==> src/rtl/axilite_mmio_bridge.sv <==
// axilite_mmio_bridge: local strobe-based MMIO requests -> AXI4-Lite master.
// Requests are queued in a CMD_DEPTH FIFO and issued one at a time in order.
// Optional response timeout: define AXILITE_MMIO_BRIDGE_TIMEOUT_EN.
module axilite_mmio_bridge #(
   parameter int ADDR_W      = 32,
   parameter int DATA_W      = 32,
   parameter int CMD_DEPTH   = 4,
   parameter int TIMEOUT_CYC = 1024
) (
   input  logic                  clk,
   input  logic                  resetn,
   input  logic                  lcl_wr,
   input  logic                  lcl_rd,
   input  logic [ADDR_W-1:0]     lcl_addr,
   input  logic [DATA_W-1:0]     lcl_din,
   input  logic [DATA_W/8-1:0]   lcl_wstrb,
   output logic                  lcl_busy,
   output logic                  lcl_ack,
   output logic                  lcl_dv,
   output logic                  lcl_rsp,
   output logic [DATA_W-1:0]     lcl_dout,
   output logic                  lcl_ovf,
   output logic [ADDR_W-1:0]     m_axi_awaddr,
   output logic [2:0]            m_axi_awprot,
   output logic                  m_axi_awvalid,
   input  logic                  m_axi_awready,
   output logic [DATA_W-1:0]     m_axi_wdata,
   output logic [DATA_W/8-1:0]   m_axi_wstrb,
   output logic                  m_axi_wvalid,
   input  logic                  m_axi_wready,
   input  logic [1:0]            m_axi_bresp,
   input  logic                  m_axi_bvalid,
   output logic                  m_axi_bready,
   output logic [ADDR_W-1:0]     m_axi_araddr,
   output logic [2:0]            m_axi_arprot,
   output logic                  m_axi_arvalid,
   input  logic                  m_axi_arready,
   input  logic [DATA_W-1:0]     m_axi_rdata,
   input  logic [1:0]            m_axi_rresp,
   input  logic                  m_axi_rvalid,
   output logic                  m_axi_rready
);
   localparam int STRB_W = DATA_W/8;
   localparam int PTR_W  = $clog2(CMD_DEPTH);
   localparam logic [PTR_W:0] BUSY_AT = (PTR_W+1)'(CMD_DEPTH-2);

   localparam logic [2:0] S_IDLE  = 3'd0;
   localparam logic [2:0] S_WADDR = 3'd1;
   localparam logic [2:0] S_WRESP = 3'd2;
   localparam logic [2:0] S_RADDR = 3'd3;
   localparam logic [2:0] S_RDATA = 3'd4;

   if (CMD_DEPTH < 2 || (CMD_DEPTH & (CMD_DEPTH-1)) != 0 ||
       (DATA_W != 32 && DATA_W != 64) || TIMEOUT_CYC < 1) begin : g_bad_param
      $error("axilite_mmio_bridge: illegal parameter set");
   end

   typedef struct packed {
      logic              rd;
      logic [ADDR_W-1:0] addr;
      logic [DATA_W-1:0] data;
      logic [STRB_W-1:0] strb;
   } cmd_t;

   cmd_t              mem [CMD_DEPTH];
   logic [PTR_W:0]    wptr, rptr, count, rd_slot, n_push;
   logic              wr_push, rd_push, empty, pop;
   cmd_t              head;
   logic [2:0]        state;
   logic              aw_done, w_done, run;
   logic [ADDR_W-1:0] cur_addr;
   logic [DATA_W-1:0] cur_data;
   logic [STRB_W-1:0] cur_strb;
   logic              aw_hs, w_hs, b_hs, r_hs, resp_hs;
   logic              tmo_hit, tmo_wr, tmo_rd;

   assign count    = wptr - rptr;
   assign empty    = (count == '0);
   assign lcl_busy = (count > BUSY_AT);
   assign wr_push  = lcl_wr && !lcl_busy;
   assign rd_push  = lcl_rd && !lcl_busy;
   assign n_push   = (PTR_W+1)'(wr_push) + (PTR_W+1)'(rd_push);
   // a read arriving alongside a write lands in the slot after it
   assign rd_slot  = wr_push ? wptr + (PTR_W+1)'(1) : wptr;
   assign head     = mem[rptr[PTR_W-1:0]];
   assign pop      = (state == S_IDLE) && !empty;

   // run stays low through reset so the readies are forced to 0
   assign m_axi_awvalid = (state == S_WADDR) && !aw_done;
   assign m_axi_wvalid  = (state == S_WADDR) && !w_done;
   assign m_axi_arvalid = (state == S_RADDR);
   assign m_axi_bready  = run && (state == S_WRESP || state == S_IDLE);
   assign m_axi_rready  = run && (state == S_RDATA || state == S_IDLE);
   assign m_axi_awaddr  = cur_addr;
   assign m_axi_araddr  = cur_addr;
   assign m_axi_wdata   = cur_data;
   assign m_axi_wstrb   = cur_strb;
   assign m_axi_awprot  = 3'b000;
   assign m_axi_arprot  = 3'b000;

   assign aw_hs   = m_axi_awvalid && m_axi_awready;
   assign w_hs    = m_axi_wvalid && m_axi_wready;
   assign b_hs    = (state == S_WRESP) && m_axi_bvalid && m_axi_bready;
   assign r_hs    = (state == S_RDATA) && m_axi_rvalid && m_axi_rready;
   assign resp_hs = b_hs || r_hs;
   // a genuine response in the expiry cycle wins over the timeout
   assign tmo_wr  = tmo_hit && !resp_hs && (state == S_WADDR || state == S_WRESP);
   assign tmo_rd  = tmo_hit && !resp_hs && (state == S_RADDR || state == S_RDATA);

`ifdef AXILITE_MMIO_BRIDGE_TIMEOUT_EN
   localparam int TMO_W = $clog2(TIMEOUT_CYC+1);
   logic [TMO_W-1:0] tmo_cnt;
   assign tmo_hit = (state != S_IDLE) && (tmo_cnt == TMO_W'(TIMEOUT_CYC-1));

   // counts busy cycles; held at zero in IDLE so it restarts per transaction
   always_ff @(posedge clk or negedge resetn) begin
      if (!resetn)              tmo_cnt <= '0;
      else if (state == S_IDLE) tmo_cnt <= '0;
      else                      tmo_cnt <= tmo_cnt + TMO_W'(1);
   end
`else
   assign tmo_hit = 1'b0;
`endif

   // queue storage; emptiness lives in the pointers, so no reset needed
   always_ff @(posedge clk) begin
      if (wr_push) mem[wptr[PTR_W-1:0]]    <= cmd_t'{1'b0, lcl_addr, lcl_din, lcl_wstrb};
      if (rd_push) mem[rd_slot[PTR_W-1:0]] <= cmd_t'{1'b1, lcl_addr, lcl_din, lcl_wstrb};
   end

   // queue pointers; push and pop may coincide
   always_ff @(posedge clk or negedge resetn) begin
      if (!resetn) begin
         wptr <= '0;
         rptr <= '0;
      end else begin
         wptr <= wptr + n_push;
         if (pop) rptr <= rptr + (PTR_W+1)'(1);
      end
   end

   // transaction FSM: one outstanding AXI access, head of queue loaded on exit from IDLE
   always_ff @(posedge clk or negedge resetn) begin
      if (!resetn) begin
         state    <= S_IDLE;
         aw_done  <= 1'b0;
         w_done   <= 1'b0;
         run      <= 1'b0;
         cur_addr <= '0;
         cur_data <= '0;
         cur_strb <= '0;
      end else begin
         run <= 1'b1;
         case (state)
            S_IDLE: if (pop) begin
               cur_addr <= head.addr;
               cur_data <= head.data;
               cur_strb <= head.strb;
               aw_done  <= 1'b0;
               w_done   <= 1'b0;
               state    <= head.rd ? S_RADDR : S_WADDR;
            end
            S_WADDR: begin
               aw_done <= aw_done || aw_hs;
               w_done  <= w_done || w_hs;
               if ((aw_done || aw_hs) && (w_done || w_hs)) state <= S_WRESP;
            end
            S_WRESP: if (b_hs) state <= S_IDLE;
            S_RADDR: if (m_axi_arready) state <= S_RDATA;
            S_RDATA: if (r_hs) state <= S_IDLE;
            default: state <= S_IDLE;
         endcase
         if (tmo_wr || tmo_rd) state <= S_IDLE;
      end
   end

   // local completion pulses, status, read data and sticky overflow
   always_ff @(posedge clk or negedge resetn) begin
      if (!resetn) begin
         lcl_ack  <= 1'b0;
         lcl_dv   <= 1'b0;
         lcl_rsp  <= 1'b0;
         lcl_dout <= '0;
         lcl_ovf  <= 1'b0;
      end else begin
         lcl_ack <= b_hs || tmo_wr;
         lcl_dv  <= r_hs || tmo_rd;
         if (b_hs)                lcl_rsp <= (m_axi_bresp != 2'b00);
         else if (r_hs)           lcl_rsp <= (m_axi_rresp != 2'b00);
         else                     lcl_rsp <= tmo_wr || tmo_rd;
         if (r_hs)                lcl_dout <= m_axi_rdata;
         else if (tmo_rd)         lcl_dout <= '1;
         if ((lcl_wr || lcl_rd) && lcl_busy) lcl_ovf <= 1'b1;
      end
   end
endmodule

==> config.mk <==
export PLATFORM = sky130hd
export DESIGN_NAME = axilite_mmio_bridge
export DESIGN_NICKNAME = d
export VERILOG_FILES = /design/src/rtl/axilite_mmio_bridge.sv
export SDC_FILE = /design/constraint.sdc
export NUM_CORES = 1
export LEC_CHECK = 0
export BUFFER_PORTS_ARGS = -buffer_cell sky130_fd_sc_hd__buf_2
export CAP_MARGIN = 20
export CORE_AREA = 2 2 264 266
export DETAILED_ROUTE_END_ITERATION = 16
export DIE_AREA = 0 0 266 268
export SLEW_MARGIN = 25
export SYNTH_ARGS = -nofsm -noshare
export SYNTH_HDL_FRONTEND = slang
export SYNTH_SLANG_ARGS = --single-unit
==> constraint.sdc <==
create_clock -name clk -period 13.14 [get_ports clk]
set_input_delay 1.314 -clock clk [delete_from_list [all_inputs] [get_ports clk]]
set_output_delay 1.314 -clock clk [all_outputs]
set_load 0.03 [all_outputs]
* After elaboration in Yosys (flattened, before gate mapping) *
Memory sizes are Yosys's and may differ from the RTL's.
Index checks and enable logic that the tools add are counted.

word-level totals
  RAM bits = 276
  input bits = 113
  bits in read-only memories = 0
  memories = 1
  bits in registers = 116
  output and inout port bits = 148
  bits in latches = 0
  logic and storage cells = 79

memories
  name  words  bits a word  rd ports  clocked after Yosys merged registers in  wr ports  RTL line  text
  mem   4      69           1         0                                        2         65        cmd_t mem [CMD_DEPTH];

cells by class
  divide/modulo/power cells = 0
  $add $sub $neg = 5
  magnitude comparators = 1
  $mul = 0
  bitwise logic cells = 0
  equal/unequal tests = 9
  reductions and logical operators = 32
  shifts and indexed selects = 0
  muxes and demuxes = 17

operators with widths
  cell                   count
  $logic_and A1 B1 Y1    15
  $mux W3                5
  $pmux W3 S5            1
  $mux W1                7
  $eq A3 B2 Y1 const B   2
  $logic_not A3 Y1       2
  $ne A2 B2 Y1 const B   3
  $reduce_bool A2 Y1     3
  $logic_or A1 B1 Y1     5
  $reduce_and A5 Y1      1
  $logic_not A1 Y1       4
  $mux W2                2
  $ne A2 B1 Y1 const B   2
  $pmux W1 S2            2
  $reduce_and A2 Y1      2
  $add A3 B1 Y3 const B  1
  $add A3 B2 Y3          1
  $eq A3 B1 Y1 const B   1
  $eq A3 B3 Y1 const B   1
  $gt A3 B2 Y1 const B   1
  $sub A3 B3 Y3          1
  $add A1 B1 Y2          1
  $add A2 B1 Y2 const B  1

* Longest topological paths before layout *
  depth after elaboration = 7
  depth in mapped cells = 13
  depth with buffers taken out = 11

* Worst setup path before layout *
No wires, ideal clock.

  path type = reg2reg
  start point = register rptr[1]
  end point = memory mem[2][0] in the netlist's numbering, enable pin
  data arrival time = 4,541 ps
  library setup time = 428 ps
  cell stages (with the launch flop) = 12
  slack = 8,172 ps
  cells stage by stage = dfrtp_1 clkbuf_1 clkbuf_1 inv_1 fa_1 xor3_1 and3_1 ha_1 nor4b_4 o21ai_2 clkbuf_1 nand2_1

RTL lines
  what                      RTL line  text
  start: declaration        66        logic [PTR_W:0] wptr, rptr, count, rd_slot, n_push;
  start signal: assignment  138       if (pop) rptr <= rptr + (PTR_W+1)'(1);
  end: declaration          65

* Final worst setup path *
  start point = register rptr[0]
  end point = output lcl_busy

on the way
  word-level cells in the longest chain between the ends = 2

RTL lines
  what              RTL line  text
  $sub A3 B3 Y3     77        assign count = wptr - rptr;
  $gt A3 B2 Y1      79        assign lcl_busy = (count > BUSY_AT);
  end: declaration  17        output logic lcl_busy,

No other way between the ends.

==> results.py <==
metrics = {
    "worst_setup_path": {
        "cpPeakStageDelay_ns": 0.92,
        "critPathRequiredTime_ns": 11.83,
        "end_kind": "output pin",
        "r2r_end": "mem[1][24]$_DFFE_PP_",
        "rr_worst_depth": 11,
        "start_kind": "flip-flop",
        "crit_fanout": 34,
        "path_cells": "ha_1, inv_1, fa_1, xnor3_1, nor2_1, inv_1, buf_2",
        "criticalPathCategory": "reg2out",
        "reg2reg_slack_ns": 8.58,
        "cp_common_cell": "inv_1",
        "slowest_stage": "dfrtp_4",
        "r2r-start": "rptr[0]$_DFFE_PN0P_",
        "cp.arrival_ns": 3.35,
    },
    "grt": {
        "antenna_found_initial": 21,
        "grt_usage_pct": 11.9,
        "overflow": 0,
        "grt_max_degree": 71,
        "grt_pass1_wl_mm": 63.9,
        "grt_pass1_vias": 9866,
    },
    "detailed_routing": {
        "drt-initial-drc-count": 471,
        "viasPerCell": 4.39,
        "top_layer": "met5",
        "wire_per_inst_um": 19.8,
        "drc": 0,
        "met2_length_mm": 20.6,
        "drtAntennaViolNets": 0,
        "drt-total-wl_mm": 43.0,
        "wl_met3_mm": 2.87,
        "vias": 9506,
        "wl_met1_mm": 18.4,
        "dr.pass1.iters": 4,
    },
    "cts": {
        "post_cts_buffers": 0,
        "h-tree-depth": 2,
        "post_cts_resized": 0,
        "cts_sinks": 392,
        "clock_latency_ns": 0.58,
        "cts.path.max_buffers": 3,
        "postCtsHoldBufs": 0,
        "path_clk_slew_ns": 0.06,
        "cts_tree": "built",
        "cts_root_buf": "clkbuf_16",
        "cts_buffers": 43,
    },
    "synth": {
        "syn-instance-count": 1034,
        "synth_seq_cells": 392,
        "yosysUniqueCellTypes": 46,
        "async_flop_share_pct": 29.6,
        "yosysWarnings": 0,
        "ys.flop_type": "edfxtp_1",
        "synth_enable_flop_cells": 272,
        "synth.avg_cell_area_um2": 16.5,
        "ys_seq_area_share_pct": 65.5,
        "netlist_area_mm2": 0.0170,
    },
    "die": {
        "die-area_mm2": 0.0713,
        "die_w_um": 266,
        "core-area_mm2": 0.0682,
        "num_rows": 96,
        "io_pins": 261,
        "die_h_um": 268,
        "initial_core_util_pct": 24.9,
    },
    "layout": {
        "fin_nets": 1363,
        "final_cell_mix": "edfxtp_1 (272), buf_2 (253), nor2b_1 (138), a21boi_0 (136), dfrtp_1 (114)",
        "final_common_cell": "edfxtp_1",
        "drive_above_1_share_pct": 40.2,
        "area_growth_pct": 19.9,
        "nFillCells": 6762,
    },
    "status": {
        "status": "finished, final reports clean",
    },
    "worst_hold_path": {
        "worstHoldStart": "mem[2][68]$_SDFFE_PP1P_",
        "hold_depth": 1,
        "holdCritPathClass": "reg2reg",
        "holdPathEnd": "mem[2][68]$_SDFFE_PP1P_",
    },
    "sta": {
        "finalSetupViolCount": 0,
        "fin_hold_ws_ns": 0.466,
        "finalCriticalPeriod_ns": 4.67,
        "final.setup.tns_ns": 0,
        "fmax_mhz": 214,
        "slew_viol_final": 0,
        "hold_violations": 0,
        "maxSlewHeadroom_pct": 33.4,
        "grt_setup_unrepaired": "false",
        "period_share_pct": 35.5,
        "worst_pin_slew_ns": 1.00,
        "fin_skew_ns": 0.0221,
    },
    "place": {
        "port_buffers": 254,
        "gp_congestion": 0.718,
        "dp_hpwl_mm": 25.9,
    },
    "power": {
        "power_mw": 6.15,
        "power_density_mw_per_mm2": 302,
        "ir_worst_vdd_mv": 0.351,
        "p_leak_nw": 7.56,
    },
    "flow_run": {
        "maxCapViolations": 0,
    },
}
-- cell usage after synthesis, types with 2 or more instances --
library cell | n | area (um^2)
a21bo_2 | 2 | 20.0
a21boi_0 | 136 | 1020
a21oi_1 | 2 | 10.0
a31oi_1 | 3 | 18.8
a31oi_2 | 2 | 25.0
and2_1 | 2 | 12.5
and3_1 | 3 | 18.8
and4_1 | 3 | 26.3
buf_2 | 10 | 50.1
buf_4 | 40 | 300
buf_6 | 7 | 78.8
clkbuf_1 | 51 | 191
conb_1 | 2 | 7.51
dfrtp_1 | 116 | 2900
dfxtp_1 | 4 | 80.1
edfxtp_1 | 272 | 8170
fa_1 | 2 | 40.0
ha_1 | 9 | 113
inv_1 | 10 | 37.5
mux2_2 | 100 | 1130
mux4_2 | 69 | 1550
nand2_1 | 13 | 48.8
nand3_1 | 3 | 15.0
nor2_1 | 8 | 30.0
nor2b_1 | 138 | 863
o21ai_0 | 5 | 25.0
o21ai_2 | 2 | 17.5
xor2_1 | 2 | 17.5
-- area by class of cell --
class	instances	area (um^2)	area share (%)
repair buffers	263	1350	6.61
flip-flops and latches	392	11200	54.7
diodes	11	27.5	0.135
clock inverters	18	239	1.17
multi-input cells	529	5310	26.0
inverters	10	47.5	0.233
clock buffers	61	1160	5.70
well taps	882	1100	5.41
-- state kept, by name, summed over array words and instances, names as in the netlist --
register and count:
lcl_rsp 1, aw_done 1, mem 276, w_done 1, lcl_ovf 1, lcl_ack 1, lcl_dout 32, m_axi_wdata 32
lcl_dv 1, state 3, wptr 3, run 1, m_axi_wstrb 4, m_axi_araddr 32, rptr 3
-- cell families (layout without fill, tap and decap cells) --
group / count (synthesis) / count (layout) / synth area share [%]
AOI/OAI and AO/OA: 159 / 159 / 7.04
xor gates and xnor gates: 5 / 5 / 0.427
adders and majority gates: 11 / 11 / 0.897
buffers and inverters: 118 / 352 / 3.87
DFF: 392 / 392 / 65.5
muxes: 169 / 169 / 15.8
other: 2 / 18 / 0.0441
and+or+nand+nor: 178 / 178 / 6.43
-- worst max-delay path by stage --
| stage | start | slack [ns] | endpoint | depth (start not counted) |
|---|---|---|---|---|
| finish | rptr[0]$_DFFE_PN0P_ | 8.47 | lcl_busy | 7 |
| global route | rptr[0]$_DFFE_PN0P_ | 8.28 | lcl_busy | 7 |
| CTS | rptr[0]$_DFFE_PN0P_ | 8.38 | lcl_busy | 7 |
| detailed placement | rptr[0]$_DFFE_PN0P_ | 8.55 | mem[0][50]$_DFFE_PP_ | 9 |
| floorplan | rptr[1]$_DFFE_PN0P_ | 8.17 | mem[2][0]$_DFFE_PP_ | 11 |
| global placement | rptr[0]$_DFFE_PN0P_ | 8.39 | mem[0][51]$_DFFE_PP_ | 9 |
-- where the power goes --
part | internal (mW) | switching [mW] | total [mW]
logic | 0.910 | 1.62 | 2.53
clock network | 0.706 | 0.517 | 1.22
registers | 2.15 | 0.256 | 2.40
total | 3.76 | 2.39 | 6.15
-- per-layer routing --
layer	global-route usage (%)	vias to the layer above
met3	3.61	66
met5	0	-
met2	19.2	200
met4	3.61	22
li1	-	4248
met1	15.4	4970
-- stage by stage --
step / setup WS, ns / instances / util (%) / cell area, um^2
floorplan: 8.17 / 1039 / - / 17000
global placement: 8.39 / 2076 / 27.8 / 18900
detailed placement: 8.55 / 2076 / 27.8 / 19000
CTS: 8.38 / 2155 / 29.9 / 20400
global route: 8.28 / 2159 / 29.9 / 20400
finish: 8.47 / 2166 / 29.9 / 20400
-- critical path, delay by kind of cell, from the launching register on --
kind          cells  cell delay, ns
flops             1            0.92
fa+ha+maj         2            0.65
xor+xnor          1            0.49
simple gates      1            0.36
buf+inv           3            0.33
Note: power is estimated with default switching activity, not from simulation.
